### src/rtl/chess_pkg.sv
// -----------------------------------------------------------------------------
// chess_pkg
// Shared board encoding for the move-generation pipeline.
//   - colour constants (WHITE/BLACK)
//   - 5-bit piece type codes; a square is {colour, type[4:0]}
//   - SQ_LAST, the highest square index
//   - piece_scanner state codes and the matching state enum
//   - is_engine_piece(): does a board word hold a piece of the given colour
// -----------------------------------------------------------------------------
package chess_pkg;

    localparam logic WHITE = 1'b1;
    localparam logic BLACK = 1'b0;

    localparam logic [4:0] EMPTY  = 5'b00000;
    localparam logic [4:0] PAWN   = 5'b00010;
    localparam logic [4:0] KNIGHT = 5'b00001;
    localparam logic [4:0] BISHOP = 5'b01000;
    localparam logic [4:0] ROOK   = 5'b10000;
    localparam logic [4:0] QUEEN  = 5'b11000;
    localparam logic [4:0] KING   = 5'b00100;

    localparam logic [5:0] SQ_LAST = 6'd63;

    // Plain constants so the state register stays a bare logic vector.
    localparam logic [2:0] ST_IDLE  = 3'd0;
    localparam logic [2:0] ST_FETCH = 3'd1;
    localparam logic [2:0] ST_CHECK = 3'd2;
    localparam logic [2:0] ST_EMIT  = 3'd3;
    localparam logic [2:0] ST_DONE  = 3'd4;

    typedef enum logic [2:0] {
        SCAN_IDLE  = ST_IDLE,
        SCAN_FETCH = ST_FETCH,
        SCAN_CHECK = ST_CHECK,
        SCAN_EMIT  = ST_EMIT,
        SCAN_DONE  = ST_DONE
    } scan_state_e;

    // Type codes are not validated: any non-zero type is a piece.
    function automatic logic is_engine_piece(input logic [5:0] sq, input logic color);
        return (sq[4:0] != EMPTY) && (sq[5] == color);
    endfunction

endpackage

### src/rtl/piece_scanner_if.sv
// -----------------------------------------------------------------------------
// piece_scanner_if
// Valid/ready handshake carrying one piece from the scanner to the Transmitter.
//   piece_reg   {colour, type} of the emitted piece
//   pos_reg     square index of the emitted piece
//   piece_valid piece_reg/pos_reg are valid
//   piece_ready consumer accepts
// master = scanner side, slave = consumer side.
// -----------------------------------------------------------------------------
interface piece_scanner_if;

    logic [5:0] piece_reg;
    logic [5:0] pos_reg;
    logic       piece_valid;
    logic       piece_ready;

    modport master (
        output piece_reg,
        output pos_reg,
        output piece_valid,
        input  piece_ready
    );

    modport slave (
        input  piece_reg,
        input  pos_reg,
        input  piece_valid,
        output piece_ready
    );

endinterface

### src/rtl/piece_scanner.sv
// -----------------------------------------------------------------------------
// piece_scanner
// Walks the 64-square board RAM from square 0 to 63 after a start request and
// presents every square holding a piece of the engine's colour on the
// piece handshake.
// Ports:
//   clk, reset        clock (rising edge), asynchronous active-high reset
//   start             one-cycle scan request, honoured only when idle
//   engine_color      colour to scan for, sampled with an accepted start
//   board_addr        square index to the board RAM
//   board_data        board RAM word, valid one cycle after board_addr
//   pif               piece handshake (master side)
//   busy              scan in progress (FETCH/CHECK/EMIT)
//   done              one-cycle pulse when a scan finishes
//   piece_count       pieces emitted in the current/last scan
// -----------------------------------------------------------------------------
module piece_scanner
    import chess_pkg::*;
(
    input  logic                   clk,
    input  logic                   reset,
    input  logic                   start,
    input  logic                   engine_color,
    output logic [5:0]             board_addr,
    input  logic [5:0]             board_data,
    piece_scanner_if.master        pif,
    output logic                   busy,
    output logic                   done,
    output logic [6:0]             piece_count
);

    logic [2:0] state_q, state_d;
    logic [5:0] addr_q,  addr_d;
    logic       color_q, color_d;
    logic [5:0] piece_q, piece_d;
    logic [5:0] pos_q,   pos_d;
    logic       valid_q, valid_d;
    logic       busy_q,  busy_d;
    logic       done_q,  done_d;
    logic [6:0] count_q, count_d;

    // Next-state logic. busy and done are computed one cycle early so they
    // can be registered alongside the state they describe.
    always_comb begin
        state_d = state_q;
        addr_d  = addr_q;
        color_d = color_q;
        piece_d = piece_q;
        pos_d   = pos_q;
        valid_d = valid_q;
        busy_d  = busy_q;
        done_d  = 1'b0;
        count_d = count_q;

        case (state_q)
            ST_IDLE: begin
                if (start) begin
                    color_d = engine_color;
                    count_d = 7'd0;
                    addr_d  = 6'd0;
                    busy_d  = 1'b1;
                    state_d = ST_FETCH;
                end
            end
            ST_FETCH: begin
                state_d = ST_CHECK;
            end
            ST_CHECK: begin
                if (is_engine_piece(board_data, color_q)) begin
                    piece_d = board_data;
                    pos_d   = addr_q;
                    valid_d = 1'b1;
                    state_d = ST_EMIT;
                end else if (addr_q == SQ_LAST) begin
                    busy_d  = 1'b0;
                    done_d  = 1'b1;
                    state_d = ST_DONE;
                end else begin
                    addr_d  = addr_q + 6'd1;
                    state_d = ST_FETCH;
                end
            end
            ST_EMIT: begin
                if (pif.piece_ready) begin
                    valid_d = 1'b0;
                    count_d = count_q + 7'd1;
                    if (pos_q == SQ_LAST) begin
                        busy_d  = 1'b0;
                        done_d  = 1'b1;
                        state_d = ST_DONE;
                    end else begin
                        addr_d  = addr_q + 6'd1;
                        state_d = ST_FETCH;
                    end
                end
            end
            ST_DONE: begin
                state_d = ST_IDLE;
            end
            default: begin
                state_d = ST_IDLE;
                busy_d  = 1'b0;
                valid_d = 1'b0;
            end
        endcase
    end

    // State and output registers; reset aborts any scan without a done pulse.
    always_ff @(posedge clk or posedge reset) begin
        if (reset) begin
            state_q <= ST_IDLE;
            addr_q  <= 6'd0;
            color_q <= 1'b0;
            piece_q <= 6'd0;
            pos_q   <= 6'd0;
            valid_q <= 1'b0;
            busy_q  <= 1'b0;
            done_q  <= 1'b0;
            count_q <= 7'd0;
        end else begin
            state_q <= state_d;
            addr_q  <= addr_d;
            color_q <= color_d;
            piece_q <= piece_d;
            pos_q   <= pos_d;
            valid_q <= valid_d;
            busy_q  <= busy_d;
            done_q  <= done_d;
            count_q <= count_d;
        end
    end

    assign board_addr      = addr_q;
    assign pif.piece_reg   = piece_q;
    assign pif.pos_reg     = pos_q;
    assign pif.piece_valid = valid_q;
    assign busy            = busy_q;
    assign done            = done_q;
    assign piece_count     = count_q;

endmodule

### src/flat_wrapper.sv
// flat-port wrapper written by rule: the top's interface ports become plain ports
module piece_scanner_flat import chess_pkg::*;
  (clk, reset, start, engine_color, board_addr, board_data, busy, done, piece_count, pif_piece_reg, pif_pos_reg, pif_piece_valid, pif_piece_ready);
  piece_scanner_if pif_i ();
  input  logic clk;
  input  logic reset;
  input  logic start;
  input  logic engine_color;
  output logic [5:0] board_addr;
  input  logic [5:0] board_data;
  output logic busy;
  output logic done;
  output logic [6:0] piece_count;
  output wire logic [$bits(pif_i.piece_reg)-1:0] pif_piece_reg;
  output wire logic [$bits(pif_i.pos_reg)-1:0] pif_pos_reg;
  output wire logic [$bits(pif_i.piece_valid)-1:0] pif_piece_valid;
  input wire logic [$bits(pif_i.piece_ready)-1:0] pif_piece_ready;
  assign pif_piece_reg = pif_i.piece_reg;
  assign pif_pos_reg = pif_i.pos_reg;
  assign pif_piece_valid = pif_i.piece_valid;
  assign pif_i.piece_ready = pif_piece_ready;
  piece_scanner u_core (.clk(clk), .reset(reset), .start(start), .engine_color(engine_color), .board_addr(board_addr), .board_data(board_data), .pif(pif_i), .busy(busy), .done(done), .piece_count(piece_count));
endmodule
### config.mk
export PLATFORM = sky130hd
export DESIGN_NAME = piece_scanner_flat
export DESIGN_NICKNAME = d
export VERILOG_FILES = /design/src/rtl/chess_pkg.sv /design/src/rtl/piece_scanner_if.sv /design/src/rtl/piece_scanner.sv /design/src/flat_wrapper.sv
export SDC_FILE = /design/constraint.sdc
export NUM_CORES = 1
export LEC_CHECK = 0
export ABC_AREA = 0
export BUFFER_PORTS_ARGS = -buffer_cell sky130_fd_sc_hd__buf_2
export CORE_MARGIN = 2
export CORE_UTILIZATION = 50
export CTS_BUF_LIST = sky130_fd_sc_hd__clkbuf_4
export DETAILED_ROUTE_END_ITERATION = 6
export GPL_TIMING_DRIVEN = 0
export PLACE_DENSITY = 0.77
export SYNTH_ARGS = -nofsm -noshare
export SYNTH_HDL_FRONTEND = slang
export SYNTH_SLANG_ARGS = --single-unit
### constraint.sdc
create_clock -name clk -period 4.8 [get_ports clk]
set_clock_uncertainty 0.2 [all_clocks]
set_input_delay 0.48 -clock clk [delete_from_list [all_inputs] [get_ports clk]]
set_output_delay 0.48 -clock clk [all_outputs]
set_load 0.01 [all_outputs]
==> flow_summary.toml <==
[run_status]
outcome = "finished, violations left"
violations_in_the_final_reports = "hold timing"

[timing]
unrepaired_setup_endpoints_after_global_routing = "no"
hold_ws_ns = -0.0185
fin_setup_tns_ns = 0
slew_violations = 0
final.period_utilization_pct = 46.3
relative_max_transition_margin_pct = 59.9
transition_time_at_the_pin_with_the_least_slew_margin_ns = 0.597
max_fclk_mhz = 450
setup_violations = 0
timing_hold_violations_final = 11
final.min_clock_period_ns = 2.22

[worst_setup_path]
critical_path_class = "flop to flop"
worstReg2RegEnd = "u_core.piece_count[6]$_DFFE_PP0P_"
timing.critical_path.fanout_max = 10
critical_path.startpoint = "u_core.state_q[2]$_DFFE_PP0P_"
critPathMaxStageDelay_ns = 0.54
cp_top_family = "simple AND/OR/NAND/NOR gates"
cp_cell_sequence = "buf_6, nor4b_4, or2_4, nand4_4, or3_1, a21oi_1"
critPathBufInv = 1
r2r-start = "u_core.state_q[2]$_DFFE_PP0P_"
worst-path-stages = 6
timing.critical_path.arrival_ns = 2.27
cp-start-kind = "flop"
regToRegSetupSlack_ns = 2.58
r2r_cells = 6
critPathCaptureType = "flop"
worst_path_max_delay_cell = "sky130_fd_sc_hd__nor4b_4"
worst-endpoint-required_ns = 4.85
cp-endpoint = "u_core.piece_count[6]$_DFFE_PP0P_"

[synth]
synth_enable_flop_cells = 0
postSynthRegisterBits = 32
ys.flop_type = "sky130_fd_sc_hd__dfrtp_1"
yosysSeqAreaShare_pct = 52.2
average_size_of_a_mapped_cell_sq_um = 10.8
synth_area_sq_mm = 0.00153
netlist_instances = 142
synth.distinct_cells = 36
synth.net_count = 155
yosys_warnings = 0
async_flop_share_pct = 100

[clock_tree]
htree_num_levels = 2
post_cts_resize_count = 0
cts_made_buffers = 5
clock_pin_slew_reported_for_the_worst_setup_and_hold_paths_after_clock_tree_synthesis_ns = 0.08
cts-hold-fix-buffers = 0
tritoncts = "yes"
worst_skew_pair.late_latency_ns = 0.32
cts.root.buffer_cell = "sky130_fd_sc_hd__clkbuf_4"
numClockSinks = 32
post-cts-setup-buffer-count = 0
cts_max_path_buffers = 2

[die]
floorplan.die.width_microns = 59.4
fp-row-count = 20
fp.coreArea_sq_mm = 0.00298
initial_utilization_pct = 51.5
num_io_pins = 39
floorplan.die_area_sq_mm = 0.00352
die_y_microns = 59.4

[route]
wire_per_inst_microns = 14.4
dr_total_vias = 1237
finalWirelength_mm = 3.16
route.detailed.vias_per_inst = 5.65
detailedRoute.firstPassIterationCount = 4
drcViolationCount = 0
first_iter_violations = 63
ant_nets = 0

[finish]
layout_cells_excl_fill = 219
n_antenna_cell = 0
syn_to_final_growth_pct = 19.3
layout.nets = 201
drive_above_1_share_pct = 33.3
largest_register_ff_count = 7
final_area_sq_mm = 0.00183

[power_and_ir_drop]
switching_share_pct = 40.1
p_sw_mw = 0.399
seq_power_share_pct = 43.5
max-vdd-ir-drop_mv = 0.300
pwr_density_cell_mw_per_mm2 = 544
clock_power_share_pct = 12.7
combinationalPowerShare_pct = 43.7
power.static_leakage_nw = 0.916
intPower_mw = 0.596

[place]
port_buffers = 38
gpl.final_weighted_congestion = 0.856
place_area_sq_mm = 0.00176
place.detailed.instances = 213
detailed_place_hpwl_mm = 2.37

[global_routing]
gr-total-overflow = 0
wire_length_of_the_first_global_routing_pass_mm = 5.65
grt_util_all_layers_pct = 21.9
grt_pass1_vias = 1259
grt_start_max_net_pins = 33
number_of_antenna_violations_at_the_first_check_in_global_routing = 0

[job]
drv.max_cap_violation_count = 0

[min_path]
type_of_the_worst_min_delay_path = "input port to asynchronous set/reset pin"
## stage by stage
stage	util [%]	setup WS, ns	power (mW)
6_report	61.4	2.58	0.994
3_3_place_gp	59.2	2.38	0.857
3_5_place_dp	59.2	2.35	0.874
4_1_cts	60.5	2.57	1.00
2_1_floorplan	-	2.76	0.729
5_1_grt	61.4	2.42	1.08
## worst reg2reg max path, delay by kind of cell (launching register included)
family	cells	cell delay, ns
flops	1	0.38
simple gates	4	1.29
buf+inv	1	0.14
compound gates	1	0.15
## metal layers
metal | global-route usage [%] | vias to the layer above | share of wire, %
met3 | 4.59 | 6 | 4.6
met1 | 26.5 | 586 | 43
met5 | 0 | - | 0
met2 | 35.3 | 36 | 50
li1 | - | 609 | -
met4 | 13.6 | 0 | 2.3
## Yosys cell counts (2+ instances only)
library cell | instances | area, sq um
sky130_fd_sc_hd__nand2_1 | 13 | 48.8
sky130_fd_sc_hd__o211ai_1 | 2 | 15.0
sky130_fd_sc_hd__dfrtp_1 | 32 | 801
sky130_fd_sc_hd__a22oi_1 | 2 | 15.0
sky130_fd_sc_hd__o21ai_0 | 8 | 40.0
sky130_fd_sc_hd__a21oi_1 | 5 | 25.0
sky130_fd_sc_hd__inv_1 | 6 | 22.5
sky130_fd_sc_hd__nor3_1 | 8 | 40.0
sky130_fd_sc_hd__and3_1 | 2 | 12.5
sky130_fd_sc_hd__nor2_1 | 8 | 30.0
sky130_fd_sc_hd__mux2_2 | 11 | 124
sky130_fd_sc_hd__a22o_1 | 3 | 26.3
sky130_fd_sc_hd__ha_1 | 2 | 25.0
sky130_fd_sc_hd__nor4_1 | 2 | 12.5
sky130_fd_sc_hd__nand4_1 | 2 | 12.5
sky130_fd_sc_hd__mux2i_1 | 2 | 20.0
sky130_fd_sc_hd__nand2b_1 | 2 | 12.5
sky130_fd_sc_hd__buf_2 | 2 | 10.0
sky130_fd_sc_hd__xor2_1 | 4 | 35.0
sky130_fd_sc_hd__nand3_1 | 10 | 50.1
## worst min-delay path by stage
stage                                                   start                             endpoint  cells past startpoint
final                                                   reset  u_core.pif.piece_reg[4]$_DFFE_PP0P_                      2
after global routing                                    reset     u_core.board_addr[5]$_DFFE_PP0P_                      2
after CTS                                        engine_color           u_core.color_q$_DFFE_PP0P_                      2
after detailed placement  u_core.pif.piece_reg[0]$_DFFE_PP0P_  u_core.pif.piece_reg[0]$_DFFE_PP0P_                      2
after global placement    u_core.pif.piece_reg[0]$_DFFE_PP0P_  u_core.pif.piece_reg[0]$_DFFE_PP0P_                      2
after floorplan                    u_core.color_q$_DFFE_PP0P_           u_core.color_q$_DFFE_PP0P_                      1
## layout by cell type, fill, tap and decap left out, types with 2 or more instances in the layout
cell	count
sky130_fd_sc_hd__mux2i_1	2
sky130_fd_sc_hd__a21oi_1	5
sky130_fd_sc_hd__nand3_1	10
sky130_fd_sc_hd__nor2_1	8
sky130_fd_sc_hd__clkbuf_4	5
sky130_fd_sc_hd__nand2_1	13
sky130_fd_sc_hd__nand4_1	2
sky130_fd_sc_hd__inv_1	6
sky130_fd_sc_hd__ha_1	2
sky130_fd_sc_hd__dfrtp_1	32
sky130_fd_sc_hd__nor3_1	8
sky130_fd_sc_hd__and3_1	2
sky130_fd_sc_hd__buf_2	40
sky130_fd_sc_hd__xor2_1	4
sky130_fd_sc_hd__o211ai_1	2
sky130_fd_sc_hd__nor4_1	2
sky130_fd_sc_hd__o21ai_0	8
sky130_fd_sc_hd__a22oi_1	2
sky130_fd_sc_hd__mux2_2	11
sky130_fd_sc_hd__a22o_1	3
sky130_fd_sc_hd__nand2b_1	2
## power by group through the flow
stage | combinational, mW | clock (mW) | sequential [mW]
2_1_floorplan | 0.266 | 0 | 0.462
3_5_place_dp | 0.435 | 0 | 0.439
6_report | 0.435 | 0.126 | 0.433
5_1_grt | 0.492 | 0.141 | 0.448
4_1_cts | 0.437 | 0.133 | 0.434
3_3_place_gp | 0.425 | 0 | 0.432
## cell families (layout without fill, tap and decap cells)
family	after synthesis	after routing	share of synthesized area, %
flip-flops	32	32	52.2
adder cells (fa/ha/maj)	2	2	1.63
AND/OR/NAND/NOR	55	55	20.2
buffers and inverters	10	54	3.10
XOR/XNOR	4	4	2.29
multiplexers	13	13	9.39
AO/OA/AOI/OAI	26	26	11.2
## final cells by class
type                       count  area [sq um]
sequential                    32           801
buffer                         4          25.0
fill                         270          1150
timing repair buffer          39           218
clock buffer                   5          37.5
tap                           33          41.3
inverter                       6          22.5
multi-input combinational    100           684
Power figures use the tool's default switching activity.
